$ cat config.mk
export PLATFORM = sky130hd
export DESIGN_NAME = dmem_arbiter_flat
export DESIGN_NICKNAME = d
export VERILOG_FILES = /design/src/rtl/dmem_arbiter_if.sv /design/src/rtl/dmem_arbiter.sv /design/src/flat_wrapper.sv
export SDC_FILE = /design/constraint.sdc
export NUM_CORES = 1
export LEC_CHECK = 0
export CORE_AREA = 2 2 115 117
export DETAILED_ROUTE_END_ITERATION = 16
export DIE_AREA = 0 0 117 119
export HOLD_SLACK_MARGIN = 0.03
export PLACE_DENSITY = 0.71
export SYNTH_ARGS = -nofsm -noshare
export SYNTH_HDL_FRONTEND = slang
export SYNTH_SLANG_ARGS = --single-unit
$ cat constraint.sdc
create_clock -name clk -period 2.6 [get_ports clk]
set_input_delay 0.78 -clock clk [delete_from_list [all_inputs] [get_ports clk]]
set_output_delay 0.78 -clock clk [all_outputs]
set_load 0.01 [all_outputs]
$ cat src/rtl/dmem_arbiter_if.sv
// Bus bundle between the ARM core, the secondary loader/DMA requester and the data memory.
// The arbiter takes the slave view; the core/loader/memory environment takes the master view.
interface dmem_arbiter_if;
  logic        cpu_req;
  logic        cpu_we;
  logic [31:0] cpu_addr;
  logic [31:0] cpu_wdata;
  logic [31:0] cpu_rdata;
  logic        cpu_stall;

  logic        ld_req;
  logic        ld_we;
  logic [31:0] ld_addr;
  logic [31:0] ld_wdata;
  logic        ld_gnt;
  logic [31:0] ld_rdata;
  logic        ld_rvalid;

  logic        mem_we;
  logic [31:0] mem_addr;
  logic [31:0] mem_wdata;
  logic [31:0] mem_rdata;

  modport slave (
    input  cpu_req, cpu_we, cpu_addr, cpu_wdata,
    output cpu_rdata, cpu_stall,
    input  ld_req, ld_we, ld_addr, ld_wdata,
    output ld_gnt, ld_rdata, ld_rvalid,
    output mem_we, mem_addr, mem_wdata,
    input  mem_rdata
  );

  modport master (
    output cpu_req, cpu_we, cpu_addr, cpu_wdata,
    input  cpu_rdata, cpu_stall,
    output ld_req, ld_we, ld_addr, ld_wdata,
    input  ld_gnt, ld_rdata, ld_rvalid,
    input  mem_we, mem_addr, mem_wdata,
    output mem_rdata
  );
endinterface

$ cat src/rtl/dmem_arbiter.sv
// Two-master data-memory arbiter: the core has fixed priority, the loader is served in idle slots.
// Define DMEM_ARB_STARVATION_EN to build the starvation guard (one-cycle core stall after MAX_WAIT denials).
//
// state    | meaning
// ---------+-------------------------------------------------------------
// ST_RUN   | normal arbitration, core wins over loader
// ST_STALL | core frozen for one cycle, loader gets a forced grant
module dmem_arbiter #(
  parameter int unsigned MAX_WAIT = 8
) (
  input logic           clk,
  input logic           reset,
  dmem_arbiter_if.slave bus
);

  logic        stall_q;
  logic        ld_own;
  logic        ld_rvalid_q;
  logic [31:0] ld_rdata_q;
  logic [15:0] ld_xfers;

  // Ownership: forced grant, then core, then loader; nothing is granted while in reset.
  always_comb begin
    ld_own = 1'b0;
    if (!reset) begin
      if (stall_q)
        ld_own = bus.ld_req;
      else if (bus.cpu_req)
        ld_own = 1'b0;
      else
        ld_own = bus.ld_req;
    end
  end

  always_comb begin
    bus.ld_gnt    = ld_own;
    bus.mem_addr  = bus.cpu_addr;
    bus.mem_wdata = bus.cpu_wdata;
    bus.mem_we    = bus.cpu_we & bus.cpu_req & ~stall_q & ~reset;
    if (ld_own) begin
      bus.mem_addr  = bus.ld_addr;
      bus.mem_wdata = bus.ld_wdata;
      bus.mem_we    = bus.ld_we;
    end
  end

  assign bus.cpu_rdata = bus.mem_rdata;
  assign bus.cpu_stall = stall_q;
  assign bus.ld_rdata  = ld_rdata_q;
  assign bus.ld_rvalid = ld_rvalid_q;

  always_ff @(posedge clk) begin
    if (reset) begin
      ld_rvalid_q <= 1'b0;
      ld_rdata_q  <= 32'd0;
      ld_xfers    <= 16'd0;
    end else begin
      ld_rvalid_q <= ld_own & ~bus.ld_we;
      if (ld_own & ~bus.ld_we)
        ld_rdata_q <= bus.mem_rdata;
      if (ld_own)
        ld_xfers <= ld_xfers + 16'd1;
    end
  end

`ifdef DMEM_ARB_STARVATION_EN
  typedef enum logic {ST_RUN, ST_STALL} state_e;

  localparam logic [7:0] MAX_WAIT_C = 8'(MAX_WAIT);

  state_e     state_q, state_d;
  logic [7:0] wait_cnt, wait_cnt_d;
  logic       denied;

  always_ff @(posedge clk) begin
    if (reset) begin
      state_q  <= ST_RUN;
      wait_cnt <= 8'd0;
    end else begin
      state_q  <= state_d;
      wait_cnt <= wait_cnt_d;
    end
  end

  // The stall lasts one cycle; the denial that reaches MAX_WAIT schedules it and restarts the count.
  always_comb begin
    state_d    = ST_RUN;
    wait_cnt_d = 8'd0;
    denied     = bus.ld_req & ~ld_own;
    if (denied) begin
      if (wait_cnt + 8'd1 == MAX_WAIT_C)
        state_d = ST_STALL;
      else
        wait_cnt_d = wait_cnt + 8'd1;
    end
  end

  assign stall_q = (state_q == ST_STALL);
`else
  assign stall_q = 1'b0;
`endif

endmodule

$ cat src/flat_wrapper.sv
// flat-port wrapper written by rule: the top's interface ports become plain ports
module dmem_arbiter_flat 
#(
  parameter int unsigned MAX_WAIT = 8
)
  (clk, reset, bus_cpu_req, bus_cpu_we, bus_cpu_addr, bus_cpu_wdata, bus_cpu_rdata, bus_cpu_stall, bus_ld_req, bus_ld_we, bus_ld_addr, bus_ld_wdata, bus_ld_gnt, bus_ld_rdata, bus_ld_rvalid, bus_mem_we, bus_mem_addr, bus_mem_wdata, bus_mem_rdata);
  dmem_arbiter_if bus_i ();
  input logic clk;
  input logic reset;
  input wire logic [$bits(bus_i.cpu_req)-1:0] bus_cpu_req;
  input wire logic [$bits(bus_i.cpu_we)-1:0] bus_cpu_we;
  input wire logic [$bits(bus_i.cpu_addr)-1:0] bus_cpu_addr;
  input wire logic [$bits(bus_i.cpu_wdata)-1:0] bus_cpu_wdata;
  output wire logic [$bits(bus_i.cpu_rdata)-1:0] bus_cpu_rdata;
  output wire logic [$bits(bus_i.cpu_stall)-1:0] bus_cpu_stall;
  input wire logic [$bits(bus_i.ld_req)-1:0] bus_ld_req;
  input wire logic [$bits(bus_i.ld_we)-1:0] bus_ld_we;
  input wire logic [$bits(bus_i.ld_addr)-1:0] bus_ld_addr;
  input wire logic [$bits(bus_i.ld_wdata)-1:0] bus_ld_wdata;
  output wire logic [$bits(bus_i.ld_gnt)-1:0] bus_ld_gnt;
  output wire logic [$bits(bus_i.ld_rdata)-1:0] bus_ld_rdata;
  output wire logic [$bits(bus_i.ld_rvalid)-1:0] bus_ld_rvalid;
  output wire logic [$bits(bus_i.mem_we)-1:0] bus_mem_we;
  output wire logic [$bits(bus_i.mem_addr)-1:0] bus_mem_addr;
  output wire logic [$bits(bus_i.mem_wdata)-1:0] bus_mem_wdata;
  input wire logic [$bits(bus_i.mem_rdata)-1:0] bus_mem_rdata;
  assign bus_i.cpu_req = bus_cpu_req;
  assign bus_i.cpu_we = bus_cpu_we;
  assign bus_i.cpu_addr = bus_cpu_addr;
  assign bus_i.cpu_wdata = bus_cpu_wdata;
  assign bus_cpu_rdata = bus_i.cpu_rdata;
  assign bus_cpu_stall = bus_i.cpu_stall;
  assign bus_i.ld_req = bus_ld_req;
  assign bus_i.ld_we = bus_ld_we;
  assign bus_i.ld_addr = bus_ld_addr;
  assign bus_i.ld_wdata = bus_ld_wdata;
  assign bus_ld_gnt = bus_i.ld_gnt;
  assign bus_ld_rdata = bus_i.ld_rdata;
  assign bus_ld_rvalid = bus_i.ld_rvalid;
  assign bus_mem_we = bus_i.mem_we;
  assign bus_mem_addr = bus_i.mem_addr;
  assign bus_mem_wdata = bus_i.mem_wdata;
  assign bus_i.mem_rdata = bus_mem_rdata;
  dmem_arbiter #(.MAX_WAIT(MAX_WAIT)) u_core (.clk(clk), .reset(reset), .bus(bus_i));
endmodule
== Word level (Yosys, flattened, before mapping) ==
Cells that the tools add are included.

* Mux-type cells: 5
* Bitwise logic cells: 5

{| class="wikitable"
|+ Operators by type and width
! kind !! number
|-
| $mux 32 || 2
|-
| $and 1x1->1 || 3
|-
| $mux 1 || 3
|-
| $not 1->1 || 2
|}

* Register bits after elaboration: 33
* Input bits: 166
* Output and inout bits: 132
* Logic and storage cells: 12

== Logic depth before layout (Yosys ltp) ==
Gate-level depths: netlist of the first run.

* Word-level depth: 3
* Mapped depth: 4
* Gate-level depth less buffers: 2

== Least setup slack after synthesis of the first run ==
Ideal clock, no wire load.

* Path type: input -> output
* Start point: in reset
* End point: out bus_mem_addr[0]
* Arrival time: 1.690 ns
* Required time: 1.820 ns
* Slack: 0.130 ns
* Cell stages on the path: 4
* Path buffers: 2
* Path through: nor3b_2 -> buf_4 -> buf_6 -> mux2_1

* Longest elaborated chain between the ends: 2

{| class="wikitable"
|+ Ends and longest elaborated chain
! element !! line !! RTL
|-
| start: declaration || flat_wrapper.sv:9 || <nowiki>input logic reset;</nowiki>
|-
| $mux 1 || dmem_arbiter.sv:25 || <nowiki>if (!reset) begin</nowiki>
|-
| $mux 32 || dmem_arbiter.sv:40 || <nowiki>if (ld_own) begin</nowiki>
|-
| end: declaration || flat_wrapper.sv:24 || <nowiki>output wire logic [$bits(bus_i.mem_addr)-1:0] bus_mem_addr;</nowiki>
|}

Every way passes these cells.

== Final worst setup path of the first run ==
* Start point: in reset
* End point: out bus_mem_wdata[27]

* Longest elaborated chain between the ends: 2

{| class="wikitable"
|+ Ends and longest elaborated chain
! element !! line !! RTL
|-
| $mux 1 || dmem_arbiter.sv:25 ||
|-
| $mux 32 || dmem_arbiter.sv:40 ||
|-
| end: declaration || flat_wrapper.sv:25 || <nowiki>output wire logic [$bits(bus_i.mem_wdata)-1:0] bus_mem_wdata;</nowiki>
|}

Every way passes these cells.

==> results of run 1 <==
==> layer usage <==
metal | GRT usage (%) | share of wire [%] | vias to the layer above
li1 | - | - | 1371
met1 | 20.1 | 37 | 1380
met2 | 33.3 | 52 | 161
met3 | 4.73 | 9.6 | 14
met4 | 3.75 | 1.5 | 2
met5 | 0 | 0.097 | -
==> what timing repair did <==
| item | 4_1_cts | 5_1_grt |
|---|---|---|
| endpoints found under the setup margin | 74 | 86 |
| resized for setup | 438 | 30 |
| cloned | 8 | 0 |
| setup buffers | 9 | 1 |
| pin swaps | 2 | 2 |
==> cells by family after synthesis <==
| kind of cell | Yosys count | synth area share (%) |
|---|---|---|
| AOI/OAI and AO/OA | 1 | 0.199 |
| muxes | 96 | 41.4 |
| DFF | 33 | 26.3 |
| other | 1 | 0.149 |
| buffers and inverters | 51 | 14.5 |
| and+or+nand+nor | 69 | 17.4 |
==> power by group <==
| part | internal, mW | total [mW] | leakage [nW] | switching [mW] |
|---|---|---|---|---|
| Combinational | 0.597 | 0.886 | 2.39 | 0.289 |
| Clock | 0.479 | 0.697 | 0.0841 | 0.218 |
| Sequential | 0.524 | 0.533 | 0.268 | 0.00924 |
==> worst max-delay path by stage <==
stage,from,end,slack [ns]
5_1_grt,reset,bus_mem_wdata[27],-0.20
3_3_place_gp,bus_ld_req,bus_mem_addr[22],-0.99
2_1_floorplan,reset,bus_mem_addr[0],0.13
3_5_place_dp,bus_ld_req,bus_mem_addr[22],-1.04
4_1_cts,bus_cpu_req,bus_mem_addr[13],-0.22
6_report,reset,bus_mem_wdata[27],-0.16
==> synth_stat cells <==
library cell / count / area [µm²]
nand3b_1: 1 / 7.51
mux2_1: 40 / 450
buf_6: 4 / 45.0
buf_4: 37 / 278
nor3b_1: 1 / 7.51
nor3b_2: 1 / 12.5
mux2_2: 24 / 270
nand2b_1: 64 / 400
buf_2: 3 / 15.0
a21oi_1: 1 / 5.00
nand2_1: 1 / 3.75
dfxtp_1: 33 / 661
conb_1: 1 / 3.75
mux2i_1: 32 / 320
clkbuf_1: 7 / 26.3
nor2b_1: 1 / 6.26
==> through the flow <==
step | instance area, µm² | power (mW) | setup TNS, ns | hold WS [ns]
after detailed placement | 5460 | 1.29 | -60.38 | 0.462
after CTS | 6290 | 2.15 | -8.59 | 0.476
after floorplan | 2510 | 0.795 | 0 | 0.493
after global routing | 6320 | 2.20 | -11.12 | 0.492
after global placement | 5460 | 1.29 | -56.92 | 0.457
final | 6320 | 2.12 | -8.45 | 0.470
==> cell type report <==
cell class / count / area, µm² / area share [%]
clock buffer: 7 / 143 / 2.26
clock inverter: 1 / 30.0 / 0.475
multi-input combinational: 167 / 1740 / 27.6
sequential: 33 / 661 / 10.4
tap: 176 / 220 / 3.48
timing repair buffer: 324 / 3530 / 55.8
==> critical path: stages <==
cell and delay (ns):
buf_8 0.10, nor3b_4 0.23, buf_6 0.14, buf_8 0.13
buf_12 0.14, mux2_4 0.32, buf_6 0.12
==> registers in the layout, indices dropped and copies added (netlist names) <==
name	cells
u_core.bus.ld_rvalid	1
u_core.bus.ld_rdata	32
==> results.cfg, run 1 <==
[status]
status = finished with violations
violations = negative setup slack

[clock_network]
h-tree-depth = 2
cts_tree = built
hold_buffers = 0
cts_root_buf = clkbuf_16
cts_buffers = 5
clock-sinks = 33
insertion_delay_ns = 0.27
cts.path.max_buffers = 2
path_clk_slew_ns = 0.05

[critical_path]
cp.arrival_ns = 1.98
end_kind = primary output
rrSetupSlack_ns = 2.00
reg2regPathDepth = 2
reg2reg_from = u_core.bus.ld_rdata[19]
rr_endpoint = u_core.bus.ld_rdata[19]
required_ns = 1.82
worst-setup-path-type = in2out
crit_path_max_fanout = 7
cp-start-kind = primary input

[global_route]
grt_pass1_vias = 3142
grt_start_max_net_pins = 66
antenna_found_initial = 1
grt_usage_pct = 17.9
grt_pass1_wl_um = 18700
grt-ovfl-total = 0

[timing]
max_freq_mhz = 363
period_share_pct = 106
hold_viol_final = 0
skew_ns = 0
fin_ws_ns = -0.159
min_period_ns = 2.76
rsz0062_at_grt = true
setup_violations = 64
drv_slew = 0

[floorplan]
die_h_um = 119
initial_core_util_pct = 19.5
io_pins = 298
rows = 42
coreArea_um2 = 12900
die_w_um = 117
dieArea_um2 = 13900

[final_layout]
fin_nets = 697
post_layout_nonfiller_instances = 708
fillers = 1153
post-route-util_pct = 49.1
drive_gt1_share_pct = 32.1
final_common_cell = clkdlybuf4s50_1
area_delta_synth_final_pct = 152
final_cell_mix = clkdlybuf4s50_1, buf_6, mux2_4, nand2b_1, dfxtp_1
diodes = 0

[placement]
portBuffers = 296
post-place-ws_ns = -1.04
place.gp.congestion = 0.916
dpl.cell_count = 684
dp_hpwl_um = 9670

[routing]
num_vias = 2928
dr.pass1.iters = 4
avgRoutedWirePerCell_um = 18.9
ant_nets = 0
route.detailed.drc = 0
drt-total-wl_um = 13400
viasPerCell = 4.14
drt_iter0_markers = 71

[flow_run]
max_cap_violations = 0

[synthesis]
seq_area_frac_synth_pct = 26.3
syn_nets = 417
synth_cell_types = 16
netlist_area_um2 = 2510
synth_cells = 251
syn_avg_cell_area_um2 = 10.0
yosys_warnings = 0
ys_ff_latch = 33

[worst_hold_path]
whs_path_depth = 2
hp-start = u_core.bus.ld_rdata[15]
holdPathEnd = u_core.bus.ld_rdata[15]
hold_path.class = reg2reg

[pwr]
leakage_nw = 2.74
power_density_nw_per_um2 = 335
peakVddDrop_mv = 0.251
No activity file was read; power rests on OpenSTA's default activity.
==> run 2: changes to the inputs <==
--- a/config.mk
+++ b/config.mk
@@ -8,6 +8,7 @@
 export CORE_AREA = 2 2 115 117
 export DETAILED_ROUTE_END_ITERATION = 16
 export DIE_AREA = 0 0 117 119
+export GPL_ROUTABILITY_DRIVEN = 0
 export HOLD_SLACK_MARGIN = 0.03
 export PLACE_DENSITY = 0.71
 export SYNTH_ARGS = -nofsm -noshare
==> results of run 2 <==
No change in the layout: final DEF, timing and power equal those of run 1.
==> run 3: changes to the inputs <==
--- a/config.mk
+++ b/config.mk
@@ -9,6 +9,7 @@
 export DETAILED_ROUTE_END_ITERATION = 16
 export DIE_AREA = 0 0 117 119
 export GPL_ROUTABILITY_DRIVEN = 0
+export GPL_TIMING_DRIVEN = 0
 export HOLD_SLACK_MARGIN = 0.03
 export PLACE_DENSITY = 0.71
 export SYNTH_ARGS = -nofsm -noshare
==> results.cfg, run 3 (synthesis gave the netlist of run 1 again) <==
[clock_network]
insertion_delay_ns = 0.27
path_clk_slew_ns = 0.05
clock-sinks = 33
cts.path.max_buffers = 2
cts_buffers = 5
cts_root_buf = clkbuf_16
h-tree-depth = 2
cts_tree = built

[final_layout]
drive_gt1_share_pct = 34.2
multi_input_area_um2 = 1700
area_delta_synth_final_pct = 155
largest_reg_flops = 32
fillers = 1171
stdcell_area_um2 = 6400
diodes = 0
seq_area_um2 = 661
post_layout_nonfiller_instances = 749
final_cell_mix = clkdlybuf4s50_1, nand2b_1, buf_6
fin_nets = 738
final_common_cell = clkdlybuf4s50_1

[routing]
route.detailed.drc = 0
drt_iter0_markers = 102
dr.pass1.iters = 4
ant_nets = 0
viasPerCell = 4.07
drt-total-wl_um = 13300
avgRoutedWirePerCell_um = 17.8
num_vias = 3046

[floorplan]
initial_core_util_pct = 19.5
die_w_um = 117
io_pins = 298
dieArea_um2 = 13900
rows = 42
coreArea_um2 = 12900
die_h_um = 119

[critical_path]
crit_path_max_fanout = 5
worst-setup-path-type = in2out
crit_path_start = reset
cp.arrival_ns = 2.03
end_kind = primary output
required_ns = 1.82
reg2reg_from = u_core.bus.ld_rdata[17]
cp-start-kind = primary input

[placement]
dpl.cell_count = 723
post-place-ws_ns = -1.01
dp_hpwl_um = 10300
portBuffers = 296
placed_cell_area_um2 = 5700

[global_route]
grt_start_max_net_pins = 11
grt_use_met1_pct = 20.1
grt_usage_pct = 18.2
grt-ovfl-total = 0
grt_pass1_vias = 3501
gr-usage-met3_pct = 5.95
antenna_found_initial = 1
top_usage_layer = met2
grt_util_met2_pct = 32.7
grt_pass1_wl_um = 19500

[pwr]
power.switching_mw = 0.507
p_seq_share_pct = 25.4
peakVddDrop_mv = 0.238
clkPwrFrac_pct = 32.8
power_frac_comb_pct = 41.8
p_int_mw = 1.60
power_density_nw_per_um2 = 329
leakage_nw = 2.70
switching_share_pct = 24.1

[worst_hold_path]
hold_path.class = reg2reg
hp-start = u_core.bus.ld_rdata[19]

[timing]
max_freq_mhz = 356
fin_ws_ns = -0.206
skew_ns = 0
rsz0062_at_grt = true
hold_viol_final = 0
min_period_ns = 2.81
period_share_pct = 108
setup_violations = 64
drv_slew = 0
fin_setup_tns_ns = -8.51

[status]
status = finished with violations
violations = negative setup slack

[flow_run]
max_cap_violations = 0
-- run 3: worst paths after layout --
| path | endpoint | slack, ns | cells past startpoint |
|---|---|---|---|
| worst min-delay path | u_core.bus.ld_rdata[19] | 0.47 | 2 |
| worst max-delay path | bus_mem_addr[31] | -0.21 | 8 |
| worst min register to register | u_core.bus.ld_rdata[19] | 0.47 | 2 |
| worst max register to register | u_core.bus.ld_rdata[17] | 1.97 | 2 |
-- run 3: final cells by class --
cell class / instances / area share (%)
multi-input combinational: 167 / 26.6
sequential: 33 / 10.3
buffer: 49 / 5.91
tap: 176 / 3.44
timing repair buffer: 316 / 51.1
clock inverter: 1 / 0.469
clock buffer: 7 / 2.23
-- run 3: per-layer routing --
layer  up-vias  wire, µm
met3        16      1340
met5         -        14
met1      1413      5100
met4         2       283
li1       1451         -
met2       164      6590
-- run 3: through the flow --
step	hold slack (ns)	total power [mW]	util, %
3_3_place_gp	0.457	1.32	44.2
2_1_floorplan	0.493	0.795	-
3_5_place_dp	0.464	1.33	44.2
4_1_cts	0.476	2.14	50.4
6_report	0.474	2.10	49.7
5_1_grt	0.498	2.20	49.7
-- run 3: power groups by stage --
stage	Clock, mW	Combinational, mW	Sequential (mW)
5_1_grt	0.739	0.928	0.536
4_1_cts	0.712	0.894	0.534
2_1_floorplan	0	0.244	0.551
3_3_place_gp	0	0.777	0.543
3_5_place_dp	0	0.782	0.544
6_report	0.690	0.881	0.534
-- run 3: worst max-delay path, cell delays in order --
cell and delay, ns:
buf_8 0.10, nor3b_4 0.21, buf_6 0.16, buf_16 0.13, buf_6 0.10, buf_6 0.11
mux2_4 0.31, buf_6 0.12
-- run 3: repair_timing --
action / 4_1_cts / 5_1_grt
setup endpoints to repair: 98 / 65
pin swaps: 1 / 2
resized for setup: 431 / 9
gates cloned: 7 / 0
setup buffers: 17 / 2
hold buffers: 0 / 0
